## src/rtl/fetch_prefetch_queue.sv

```systemverilog
// Instruction prefetch queue: issues sequential fetches under a credit limit, buffers
// in-order responses with their PCs, and flushes everything on a branch redirect.
module fetch_prefetch_queue #(
  parameter int               WIDTH    = 32,
  parameter int               DEPTH    = 4,
  parameter logic [WIDTH-1:0] RESET_PC = '0
) (
  input  logic                       clk,
  input  logic                       reset,
  input  logic                       redirect_valid,
  input  logic [WIDTH-1:0]           redirect_pc,
  output logic                       imem_req_valid,
  input  logic                       imem_req_ready,
  output logic [WIDTH-1:0]           imem_req_addr,
  input  logic                       imem_rsp_valid,
  input  logic [WIDTH-1:0]           imem_rsp_data,
  output logic                       if_valid,
  input  logic                       if_ready,
  output logic [WIDTH-1:0]           if_instr,
  output logic [WIDTH-1:0]           if_pc,
  output logic [$clog2(DEPTH+1)-1:0] q_count
);

  localparam int PW = $clog2(DEPTH);
  localparam int CW = $clog2(DEPTH+1);
  localparam logic [CW:0] DEPTH_C = (CW+1)'(DEPTH);

  logic [WIDTH-1:0] fetch_pc_reg;
  logic [WIDTH-1:0] rsp_pc_reg;
  logic [CW-1:0]    inflight_reg;
  logic [CW-1:0]    discard_reg;
  logic [CW-1:0]    count_reg;
  logic [PW-1:0]    head_reg;
  logic [PW-1:0]    tail_reg;
  logic [WIDTH-1:0] instr_mem [DEPTH];
  logic [WIDTH-1:0] pc_mem    [DEPTH];

  logic [CW:0]      credits_used;
  logic [WIDTH-1:0] redirect_target;
  logic             req_fire;
  logic             rsp_take;
  logic             push;
  logic             pop;

  // Credits held = buffered entries plus fetches whose data will actually be kept.
  assign credits_used    = {1'b0, count_reg} + {1'b0, inflight_reg} - {1'b0, discard_reg};
  assign redirect_target = {redirect_pc[WIDTH-1:2], 2'b00};

  assign imem_req_valid = !reset && !redirect_valid && (credits_used < DEPTH_C);
  assign imem_req_addr  = fetch_pc_reg;
  assign req_fire       = imem_req_valid && imem_req_ready;

  // A response with nothing outstanding is a protocol error and is ignored.
  assign rsp_take = imem_rsp_valid && (inflight_reg != '0);
  assign push     = rsp_take && (discard_reg == '0) && !redirect_valid;
  assign pop      = if_valid && if_ready && !redirect_valid;

  assign if_valid = (count_reg != '0);
  assign q_count  = count_reg;
  assign if_instr = instr_mem[head_reg];
  assign if_pc    = pc_mem[head_reg];

  always_ff @(posedge clk) begin
    if (push) begin
      instr_mem[tail_reg] <= imem_rsp_data;
      pc_mem[tail_reg]    <= rsp_pc_reg;
    end
  end

  always_ff @(posedge clk) begin
    if (reset) begin
      fetch_pc_reg <= RESET_PC;
      rsp_pc_reg   <= RESET_PC;
      inflight_reg <= '0;
      discard_reg  <= '0;
      count_reg    <= '0;
      head_reg     <= '0;
      tail_reg     <= '0;
    end else if (redirect_valid) begin
      // Every fetch still outstanding after this cycle belongs to the old path.
      fetch_pc_reg <= redirect_target;
      rsp_pc_reg   <= redirect_target;
      inflight_reg <= inflight_reg - CW'(rsp_take);
      discard_reg  <= inflight_reg - CW'(rsp_take);
      count_reg    <= '0;
      head_reg     <= '0;
      tail_reg     <= '0;
    end else begin
      if (req_fire) begin
        fetch_pc_reg <= fetch_pc_reg + WIDTH'(4);
      end
      if (push) begin
        rsp_pc_reg <= rsp_pc_reg + WIDTH'(4);
        tail_reg   <= tail_reg + PW'(1);
      end
      if (pop) begin
        head_reg <= head_reg + PW'(1);
      end
      if (rsp_take && (discard_reg != '0)) begin
        discard_reg <= discard_reg - CW'(1);
      end
      inflight_reg <= inflight_reg + CW'(req_fire) - CW'(rsp_take);
      count_reg    <= count_reg + CW'(push) - CW'(pop);
    end
  end

endmodule

```

## config.mk

```make
export PLATFORM = sky130hd
export DESIGN_NAME = fetch_prefetch_queue
export DESIGN_NICKNAME = d
export VERILOG_FILES = /design/src/rtl/fetch_prefetch_queue.sv
export SDC_FILE = /design/constraint.sdc
export NUM_CORES = 1
export LEC_CHECK = 0
export CORE_MARGIN = 2
export CORE_UTILIZATION = 40
export DETAILED_ROUTE_END_ITERATION = 8
export PLACE_DENSITY_LB_ADDON = 0.12
export SETUP_SLACK_MARGIN = 0.05
export SKIP_CTS_REPAIR_TIMING = 1
export SYNTH_ARGS = -nofsm -noshare
export SYNTH_HDL_FRONTEND = slang
export SYNTH_SLANG_ARGS = --single-unit
```

## constraint.sdc

```tcl
create_clock -name clk -period 3.9 [get_ports clk]
set_input_delay 0.78 -clock clk [delete_from_list [all_inputs] [get_ports clk]]
set_output_delay 0.78 -clock clk [all_outputs]
set_load 0.01 [all_outputs]
```

==> qor.yml, run 1 <==
outcome:
  status: "complete, no violations"
die:
  start_util_pct: 40.8
  die-area_um2: 34700
  dieHeight_um: 186
  die_w_um: 186
  row_count: 66
  io_pins: 171
  core_area_um2: 32600
sta:
  fin_crit_ns: 3.62
  post-route-period-util_pct: 92.9
  fmax_mhz: 276
  tightest_slew_ns: 1.03
  relSlewSlack_pct: 30.5
  setup_violations: 0
  hold_violations: 0
  clock_skew_ns: 0.0140
  grt_setup_unrepaired: "no"
  finalMaxSlewViolations: 0
global_route:
  grt_pass1_wl_um: 45800
  overflow: 0
  grt_start_max_net_pins: 84
  first_global_vias: 7965
  grt_usage_pct: 16.7
  antenna_found_initial: 0
power:
  power_frac_clock_pct: 36.8
  swShare_pct: 24.0
  power_frac_seq_pct: 49.3
  p_int_uw: 6170
  power_uw: 8110
  power_switching_uw: 1940
  power_density_nw_per_um2: 484
  ir_drop_uv: 254
  power.leakage_uw: 0.00534
  pwr-share-comb_pct: 13.8
flow_run:
  cap_viol_max_count: 0
cts:
  cts_tree: "yes"
  max-clock-path-buffers: 3
  clk_latency_ns: 0.50
  cts_root_buffer: "clkbuf_16"
  htreeDepth: 2
  cts.reportedPaths.clkPinSlew_ns: 0.06
  cts_inserted_buffers: 35
  clock_sinks: 323
setup_path:
  max_stage_delay_ns: 0.58
  crit_type: "reg -> reg"
  cp-end-kind: "flop"
  crit_top_cell: "ha_4"
  crit_required_ns: 4.28
  worstPathArrival_ns: 4.01
  path_max_fanout: 4
  start_kind: "flop"
  worst_path_max_delay_cell: "fa_1"
  cp_cell_sequence: "fa_1 > ha_4 > or4b_1 > or4_4 > nand2_8 > inv_6 > ha_4 > inv_2 > ha_4 > fa_2 > xor2_1 > o21ai_1 > xnor2_1 > nor2_1"
cells_and_area:
  syn2layout_area_growth_pct: 26.0
  multi_input_area_um2: 4130
  fillers: 2727
  seqCellArea_um2: 8960
  nNetsFinal: 1114
  fin_cells: 1489
  layout-drive-gt1-share_pct: 15.8
  top_regs: "instr_mem x128, pc_mem x120"
  largest_reg_flops: 128
  diodes: 0
  max_flop_register: "instr_mem"
  utilization_pct: 51.4
synthesis:
  synth_edf_count: 248
  ys_warn_count: 0
  async_flop_share_pct: 0
  yosysTopAreaCellShare_pct: 56.0
  yosysTopAreaCell: "edfxtp_1"
  synthesis.area_um2: 13300
  syn_avg_cell_area_um2: 15.8
  ys_seq_area_share_pct: 67.3
  synth_area_leaders: "edfxtp_1 56%, dfxtp_1 11%, mux4_2 10%"
  synthFlopType: "edfxtp_1"
  yosys.cell_types.count: 61
  synth-seq-cells: 323
  syn_inst: 840
routing:
  drtIter0Drc: 522
  viasPerCell: 5.23
  firstDrtPassIters: 6
  wl_met1_um: 13800
  final_antenna_net_count: 0
  wire_per_inst_um: 19.5
  routed.top_layer: "met4"
  dr_wl_met2_um: 13200
  drt_wl_total_um: 29100
  wl_met3_um: 1790
  drt_drc_violations_left: 0
  route.vias.total: 7786
worst_hold_path:
  hold_path.class: "reg -> reg"
placement:
  place_inst: 1428
  io_buffers: 164
  gp_congestion: 0.838
  place_hpwl_um: 18800
==> power groups by stage <==
stage	clock, uW	combinational, uW	sequential, uW
3_3_place_gp	0	1090	4070
2_1_floorplan	0	586	4050
4_1_cts	3080	1100	4000
6_report	2990	1120	4000
5_1_grt	3230	1230	4020
3_5_place_dp	0	1090	4070
==> layout by cell type (no fill, tap or decap), types with 4 or more instances in the layout <==
cell type / Yosys / routed
mux4_2: 62 / 62
nor3_1: 4 / 4
o21ai_0: 9 / 8
xnor2_1: 24 / 24
edfxtp_1: 248 / 248
xor2_1: 27 / 27
clkbuf_16: 0 / 37
nor2_1: 30 / 30
a21boi_1: 4 / 4
nand2_1: 39 / 39
a311oi_1: 4 / 4
clkdlybuf4s50_1: 0 / 163
ha_1: 17 / 14
o21a_1: 15 / 15
or3_1: 7 / 7
and4_1: 6 / 6
buf_12: 0 / 10
inv_1: 25 / 20
a21oi_1: 19 / 19
clkbuf_1: 32 / 11
nand4_1: 22 / 22
o211ai_1: 4 / 4
and2_2: 0 / 4
conb_1: 1 / 4
inv_2: 0 / 5
o31a_1: 6 / 6
clkinv_1: 0 / 5
or4_1: 6 / 5
dfxtp_1: 75 / 70
clkinv_2: 0 / 4
a21boi_0: 22 / 22
dfxtp_4: 0 / 4
and3_1: 13 / 13
buf_4: 4 / 18
nand3_1: 24 / 24
a31oi_1: 9 / 9
a211oi_1: 17 / 17
==> cells in the mapped netlist, types with 13 or more instances <==
cell type / number
mux4_2: 62
nand2_1: 39
xor2_1: 27
clkbuf_1: 32
xnor2_1: 24
and3_1: 13
nand3_1: 24
o21a_1: 15
a21boi_0: 22
dfxtp_1: 75
ha_1: 17
edfxtp_1: 248
nand4_1: 22
a211oi_1: 17
a21oi_1: 19
inv_1: 25
nor2_1: 30
==> cells by family after synthesis <==
| logic type | synth area share (%) |
|---|---|
| buffers and inverters | 2.38 |
| xor gates and xnor gates | 3.36 |
| muxes | 10.7 |
| DFF | 67.3 |
| other | 0.0282 |
| and+or+nand+nor | 7.28 |
| adders and majority gates | 2.20 |
| AOI/OAI and AO/OA | 6.85 |
==> layout make-up <==
| cell class | count | area share [%] |
|---|---|---|
| flip-flops and latches | 323 | 53.5 |
| multi-input cells | 445 | 24.6 |
| repair buffers | 192 | 11.8 |
| clock buffers | 48 | 5.77 |
| well taps | 442 | 3.30 |
| inverters | 26 | 0.612 |
| clock inverters | 13 | 0.403 |
==> through the flow <==
step | setup TNS (ns) | instance area (um2) | hold slack (ns) | worst slack, ns
6_report | 0 | 16800 | 0.519 | 0.279
4_1_cts | 0 | 16700 | 0.529 | 0.0464
2_1_floorplan | 0 | 13400 | 0.460 | 0.0513
3_3_place_gp | -0.0167 | 15700 | 0.505 | -0.0167
3_5_place_dp | -0.0131 | 15700 | 0.515 | -0.0131
5_1_grt | 0 | 16800 | 0.542 | 0.0735
==> layer usage <==
metal / vias up / GRT usage (%)
li1: 3657 / -
met1: 3850 / 24.6
met2: 249 / 25.7
met3: 30 / 3.39
met4: 0 / 3.78
met5: - / 0
==> worst paths after layout <==
check / from / end / slack, ns / cells past startpoint
hold / removal: tail_reg[1]$_SDFFE_PP0P_ / tail_reg[1]$_SDFFE_PP0P_ / 0.52 / 2
setup / recovery: inflight_reg[2]$_SDFF_PP0_ / inflight_reg[2]$_SDFF_PP0_ / 0.28 / 14
hold reg to reg: tail_reg[1]$_SDFFE_PP0P_ / tail_reg[1]$_SDFFE_PP0P_ / 0.52 / 2
setup reg to reg: inflight_reg[2]$_SDFF_PP0_ / inflight_reg[2]$_SDFF_PP0_ / 0.28 / 14
==> critical path: cells and delay by family, from the launching register on <==
kind	cells	cell delay, ns
fa+ha+maj	5	1.55
simple gates	4	1.09
flops	1	0.37
xor+xnor	2	0.27
compound gates	1	0.14
buf+inv	2	0.07
(Power assumes the default switching activity.)
==> run 2, diff against run 1 <==
--- a/config.mk
+++ b/config.mk
@@ -5,9 +5,13 @@
 export SDC_FILE = /design/constraint.sdc
 export NUM_CORES = 1
 export LEC_CHECK = 0
+export CELL_PAD_IN_SITES_DETAIL_PLACEMENT = 1
+export CELL_PAD_IN_SITES_GLOBAL_PLACEMENT = 1
 export CORE_MARGIN = 2
 export CORE_UTILIZATION = 40
+export CTS_CLUSTER_SIZE = 25
 export DETAILED_ROUTE_END_ITERATION = 8
+export GPL_TIMING_DRIVEN = 0
 export PLACE_DENSITY_LB_ADDON = 0.12
 export SETUP_SLACK_MARGIN = 0.05
 export SKIP_CTS_REPAIR_TIMING = 1
==> run 2 against run 1 <==
  * First-iteration DRC count is 3.8% lower
  * Clock skew is 0.0030 ns lower
  * Power is 2.9% higher
  * Global-route usage is 2.2 points higher
  * Clock power is 8.7% higher
  * Critical path depth is 1 higher
  * Worst setup slack worse by 0.14 ns
  * Combinational power hardly changed
  * Final area is 0.46% higher
  * Register-to-register slack worse by 0.14 ns
  * Critical endpoint unchanged
  * Highest routed layer unchanged
==> qor.yml, run 2 (synthesis gave the netlist of run 1 again) <==
outcome:
  status: "complete, no violations"
routing:
  drt_drc_violations_left: 0  # unchanged
  route.vias.total: 7979  # +2.5%
  firstDrtPassIters: 4  # -2
  final_antenna_net_count: 0  # unchanged
  wire_per_inst_um: 21.5  # +10%
  drt_wl_total_um: 32500  # +12%
  viasPerCell: 5.27  # +0.85%
  drtIter0Drc: 502  # -3.8%
die:
  io_pins: 171  # unchanged
  row_count: 66  # unchanged
  start_util_pct: 40.8  # unchanged
  die_w_um: 186  # unchanged
  die-area_um2: 34700  # unchanged
  dieHeight_um: 186  # unchanged
  core_area_um2: 32600  # unchanged
setup_path:
  worstReg2RegStart: "q_count[2]$_SDFF_PP0_"
  path_max_fanout: 18  # +14
  worst_r2r_endpoint: "inflight_reg[2]$_SDFF_PP0_"
  crit_type: "reg -> reg"
  crit_required_ns: 4.27  # about the same
  r2r.worst_path.cells: 15  # +1
  rrSetupSlack_ns: 0.14  # -0.14 ns
  start_kind: "flop"
  cp-end-kind: "flop"
  worstPathArrival_ns: 4.13  # +0.12 ns
cells_and_area:
  layout_common_cells: "248 x edfxtp_1, 162 x clkdlybuf4s50_1, 71 x dfxtp_1"
  final_common_cell: "edfxtp_1"
  diodes: 0  # unchanged
  max_flop_register: "instr_mem"
  largest_reg_flops: 128  # unchanged
  syn2layout_area_growth_pct: 26.6
  top_regs: "instr_mem x128, pc_mem x120"
  fin_cells: 1513  # +1.6%
  nNetsFinal: 1137  # +2.1%
  final_cell_area_um2: 16800  # +0.46%
  layout-drive-gt1-share_pct: 14.7  # -1.1 points
power:
  ir_drop_uv: 300  # +18%
  power_density_nw_per_um2: 496  # +2.5%
  power.leakage_uw: 0.00538  # +0.79%
  power_uw: 8350  # +2.9%
global_route:
  first_global_vias: 8485  # +6.5%
  met2_usage_pct: 29.9  # +4.3 points
  grt_usage_pct: 18.9  # +2.2 points
  grt_start_max_net_pins: 55  # -35%
  antenna_found_initial: 0  # unchanged
  overflow: 0  # unchanged
  grt_pass1_wl_um: 51200  # +12%
  grt.met1_usage_pct: 27.3  # +2.7 points
  use_met3_pct: 3.12  # -0.26 points
  top_usage_layer: "met2"
cts:
  cts_root_buffer: "clkbuf_16"
  htreeDepth: 2  # unchanged
  clk_latency_ns: 0.51  # about the same
  cts.reportedPaths.clkPinSlew_ns: 0.06  # about the same
  clock_sinks: 323  # unchanged
  cts_tree: "yes"
  max-clock-path-buffers: 3  # unchanged
  cts_inserted_buffers: 34  # -2.9%
sta:
  grt_setup_unrepaired: "yes"
  tightest_slew_ns: 1.07  # +0.0390 ns
  finalMaxSlewViolations: 0  # unchanged
  setup_violations: 0  # unchanged
  fin_crit_ns: 3.76  # +0.139 ns
  post-route-period-util_pct: 96.4  # +3.6 points
  hold_violations: 0  # unchanged
  clock_skew_ns: 0.0111  # -0.00296 ns
  fmax_mhz: 266  # -3.7%
  relSlewSlack_pct: 28.1  # -2.4 points
worst_hold_path:
  min_to: "tail_reg[1]$_SDFFE_PP0P_"
  min_from: "tail_reg[1]$_SDFFE_PP0P_"
  hold_path.class: "reg -> reg"
  holdPathStages: 2  # unchanged
placement:
  place_area_um2: 15700  # -0.16%
  place_inst: 1452  # +1.7%
  gp_congestion: 0.879  # +5.0%
  io_buffers: 163  # -0.61%
  place_hpwl_um: 22100  # +18%
flow_run:
  cap_viol_max_count: 0  # unchanged
run 2: cell types whose count changed in the layout (fill, tap and decap cells not counted), sizes merged:
cell	delta
clkdlybuf4s50	-1
bufinv	+4
clkinvlp	-2
clkbuf	+33
inv	+1
clkinv	+1
buf	-12
run 2: stage by stage:
step,utilization [%],hold WS [ns],TNS [ns],setup WS (ns)
floorplan,-,0.460,0,0.0513
global placement,47.7,0.507,-335.02,-1.38
detailed placement,48.0,0.519,-0.982,-0.577
CTS,51.5,0.528,-9.46,-0.229
global route,51.6,0.547,-0.0315,-0.0315
finish,51.6,0.519,0,0.140
run 2: layout make-up:
cell class | instances | area [um2]
Buffer | 47 | 219
Clock buffer | 44 | 928
Clock inverter | 17 | 199
Fill cell | 3142 | 15800
Inverter | 26 | 105
Multi-Input combinational cell | 445 | 4120
Sequential cell | 323 | 8960
Tap cell | 442 | 553
Timing Repair Buffer | 169 | 1760
run 2: worst max-delay path, stage by stage (launching register included):
cell	delay [ns]
dfxtp_4	0.36
fa_1	0.59
ha_4	0.22
or4b_1	0.45
or4_4	0.43
buf_8	0.14
nand2_8	0.07
inv_8	0.07
ha_4	0.26
inv_2	0.03
ha_4	0.15
fa_2	0.35
xor2_1	0.15
o21ai_1	0.15
xnor2_1	0.14
nor2_1	0.05
run 2: report_power, final:
group	switching (uW)	internal, uW
Clock	1300	1950
Sequential	131	3880
Combinational	565	530
run 2: layer usage:
layer  share of wire [%]  routed length, um  up-vias
met5                   0                  0        -
met4                 1.7                564        0
met2                  47              15100      229
met1                  46              15000     4008
met3                 5.6               1810       47
li1                    -                  -     3695
run 2: how the worst max path moves through the flow:
stage / slack, ns / cells after the start / end / start
2_1_floorplan: 0.05 / 16 / inflight_reg[2]$_SDFF_PP0_ / inflight_reg[2]$_SDFF_PP0_
3_3_place_gp: -1.38 / 4 / pc_mem[0][5]$_DFFE_PP_ / imem_rsp_valid
3_5_place_dp: -0.58 / 15 / inflight_reg[2]$_SDFF_PP0_ / reset
4_1_cts: -0.23 / 16 / inflight_reg[2]$_SDFF_PP0_ / inflight_reg[2]$_SDFF_PP0_
5_1_grt: -0.03 / 15 / inflight_reg[2]$_SDFF_PP0_ / q_count[2]$_SDFF_PP0_
6_report: 0.14 / 15 / inflight_reg[2]$_SDFF_PP0_ / q_count[2]$_SDFF_PP0_
==> run 3, diff against run 2 <==
--- a/config.mk
+++ b/config.mk
@@ -14,7 +14,6 @@
 export GPL_TIMING_DRIVEN = 0
 export PLACE_DENSITY_LB_ADDON = 0.12
 export SETUP_SLACK_MARGIN = 0.05
-export SKIP_CTS_REPAIR_TIMING = 1
 export SYNTH_ARGS = -nofsm -noshare
 export SYNTH_HDL_FRONTEND = slang
 export SYNTH_SLANG_ARGS = --single-unit
==> run 3 against run 2 <==
  * Critical path depth did not move
  * Sequential cell count did not move
  * Fmax about the same
  * Combinational power is essentially flat
  * Non-clock buffer count did not move
  * Cell count unchanged
  * First-iteration DRC count is 2.2% higher
  * Routed wire length about the same
==> qor.yml, run 3 (synthesis gave the netlist of run 1 again) <==
sta:
  hold_ws_ns: 0.518  # -0.00111 ns
  fin_ws_ns: 0.140  # +0.000261 ns
  clock_skew_ns: 0.0118  # +0.000706 ns
  post-route-period-util_pct: 96.4  # about the same
  fin_crit_ns: 3.76  # -0.000261 ns
  relSlewSlack_pct: 27.7  # -0.41 points
  fmax_mhz: 266  # about the same
  tightest_slew_ns: 1.08  # +0.00611 ns
  finalSetupTns_ns: 0  # unchanged
  hold_violations: 0  # unchanged
  setup_violations: 0  # unchanged
  grt_setup_unrepaired: "yes"
  finalMaxSlewViolations: 0  # unchanged
setup_path:
  cp-end-kind: "flop"
  crit_type: "reg -> reg"
  path_max_fanout: 18  # unchanged
  crit_required_ns: 4.27  # about the same
  start_kind: "flop"
  worstPathArrival_ns: 4.13  # about the same
placement:
  io_buffers: 163  # unchanged
  gp_congestion: 0.879  # unchanged
  place_hpwl_um: 22100  # unchanged
  preCtsSetupSlack_ns: -0.577  # unchanged
cts:
  clock_sinks: 323  # unchanged
  cts_tree: "yes"
  htreeDepth: 2  # unchanged
  cts.reportedPaths.clkPinSlew_ns: 0.06  # about the same
  clk_latency_ns: 0.51  # about the same
  cts_root_buffer: "clkbuf_16"
  cts_inserted_buffers: 34  # unchanged
  max-clock-path-buffers: 3  # unchanged
  hold_buffers: 0
global_route:
  grt_pass1_wl_um: 51300  # +0.18%
  antenna_found_initial: 0  # unchanged
  grt_start_max_net_pins: 55  # unchanged
  overflow: 0  # unchanged
  first_global_vias: 8495  # +0.12%
  grt_usage_pct: 19.0  # +0.045 points
cells_and_area:
  final_common_cell: "edfxtp_1"
  diodes: 0  # unchanged
  top_regs: "instr_mem x128, pc_mem x120"
  layout_common_cells: "248 x edfxtp_1, 162 x clkdlybuf4s50_1, 71 x dfxtp_1"
  nNetsFinal: 1137  # unchanged
  max_flop_register: "instr_mem"
  syn2layout_area_growth_pct: 26.9
  largest_reg_flops: 128  # unchanged
  layout-drive-gt1-share_pct: 14.7  # unchanged
die:
  start_util_pct: 40.8  # unchanged
  core_area_um2: 32600  # unchanged
  dieHeight_um: 186  # unchanged
  io_pins: 171  # unchanged
  row_count: 66  # unchanged
  die-area_um2: 34700  # unchanged
  die_w_um: 186  # unchanged
routing:
  viasPerCell: 5.29  # +0.40%
  firstDrtPassIters: 4  # unchanged
  final_antenna_net_count: 0  # unchanged
  drt_drc_violations_left: 0  # unchanged
  route.vias.total: 8011  # +0.40%
  wire_per_inst_um: 21.5  # about the same
  drtIter0Drc: 513  # +2.2%
  drt_wl_total_um: 32500  # about the same
outcome:
  status: "complete, no violations"
worst_hold_path:
  hold_path.class: "reg -> reg"
power:
  power_density_nw_per_um2: 495  # -0.22%
  ir_drop_uv: 300  # +0.12%
  power.leakage_uw: 0.00538  # -0.10%
flow_run:
  cap_viol_max_count: 0  # unchanged
## run 3: worst paths after layout
check / startpoint / endpoint / slack [ns] / depth (start not counted)
worst max-delay path: inflight_reg[2]$_SDFF_PP0_ / inflight_reg[2]$_SDFF_PP0_ / 0.14 / 15
worst max register to register: inflight_reg[2]$_SDFF_PP0_ / inflight_reg[2]$_SDFF_PP0_ / 0.14 / 15
worst min-delay path: tail_reg[1]$_SDFFE_PP0P_ / tail_reg[1]$_SDFFE_PP0P_ / 0.52 / 2
worst min register to register: tail_reg[1]$_SDFFE_PP0P_ / tail_reg[1]$_SDFFE_PP0P_ / 0.52 / 2
## run 3: metal layers
metal | share of wire [%] | wire length [um] | vias up | global-route usage [%]
met3 | 5.9 | 1900 | 47 | 3.12
met5 | 0 | 0 | - | 0
met2 | 46 | 15000 | 229 | 30.1
met4 | 1.7 | 565 | 0 | 4.98
met1 | 46 | 15000 | 4038 | 27.4
li1 | - | - | 3697 | -
## run 3: layout make-up
cell class | count | area (um2)
clock buffer | 44 | 928
inverter | 26 | 105
timing repair buffer | 169 | 1760
sequential | 323 | 8960
multi-input combinational | 445 | 4120
clock inverter | 17 | 199
tap | 442 | 553
buffer | 47 | 256
fill | 3141 | 15700
## run 3: report_power, final
part / total (uW) / internal, uW / switching [uW]
registers: 4010 / 3880 / 131
logic: 1100 / 530 / 565
clock network: 3250 / 1950 / 1300
total: 8350 / 6360 / 1990
## run 3: metrics by stage
step	power, uW	area (um2)	util [%]	std cells
3_3_place_gp	5140	15600	47.7	1448
5_1_grt	8730	16900	51.7	1513
2_1_floorplan	4640	13400	-	843
3_5_place_dp	5160	15700	48.0	1452
6_report	8350	16900	51.7	1513
4_1_cts	8460	16900	51.7	1513
## run 3: timing repair
| item | in CTS | in global routing |
|---|---|---|
| gates resized for setup | 15 | 5 |
| pin swaps | 3 | 3 |
| setup buffers | 1 | 1 |
| setup endpoints to repair | 63 | 3 |
## run 3: worst max-delay path, cell delays in order, from the launching register on
cell and delay [ns]:
dfxtp_4 0.36, fa_1 0.59, ha_4 0.22, or4b_1 0.45, or4_4 0.43, buf_8 0.14, nand2_8 0.07, inv_8 0.07
ha_4 0.26, inv_2 0.03, ha_4 0.15, fa_2 0.35, xor2_1 0.15, o21ai_1 0.15, xnor2_1 0.14, nor2_1 0.05
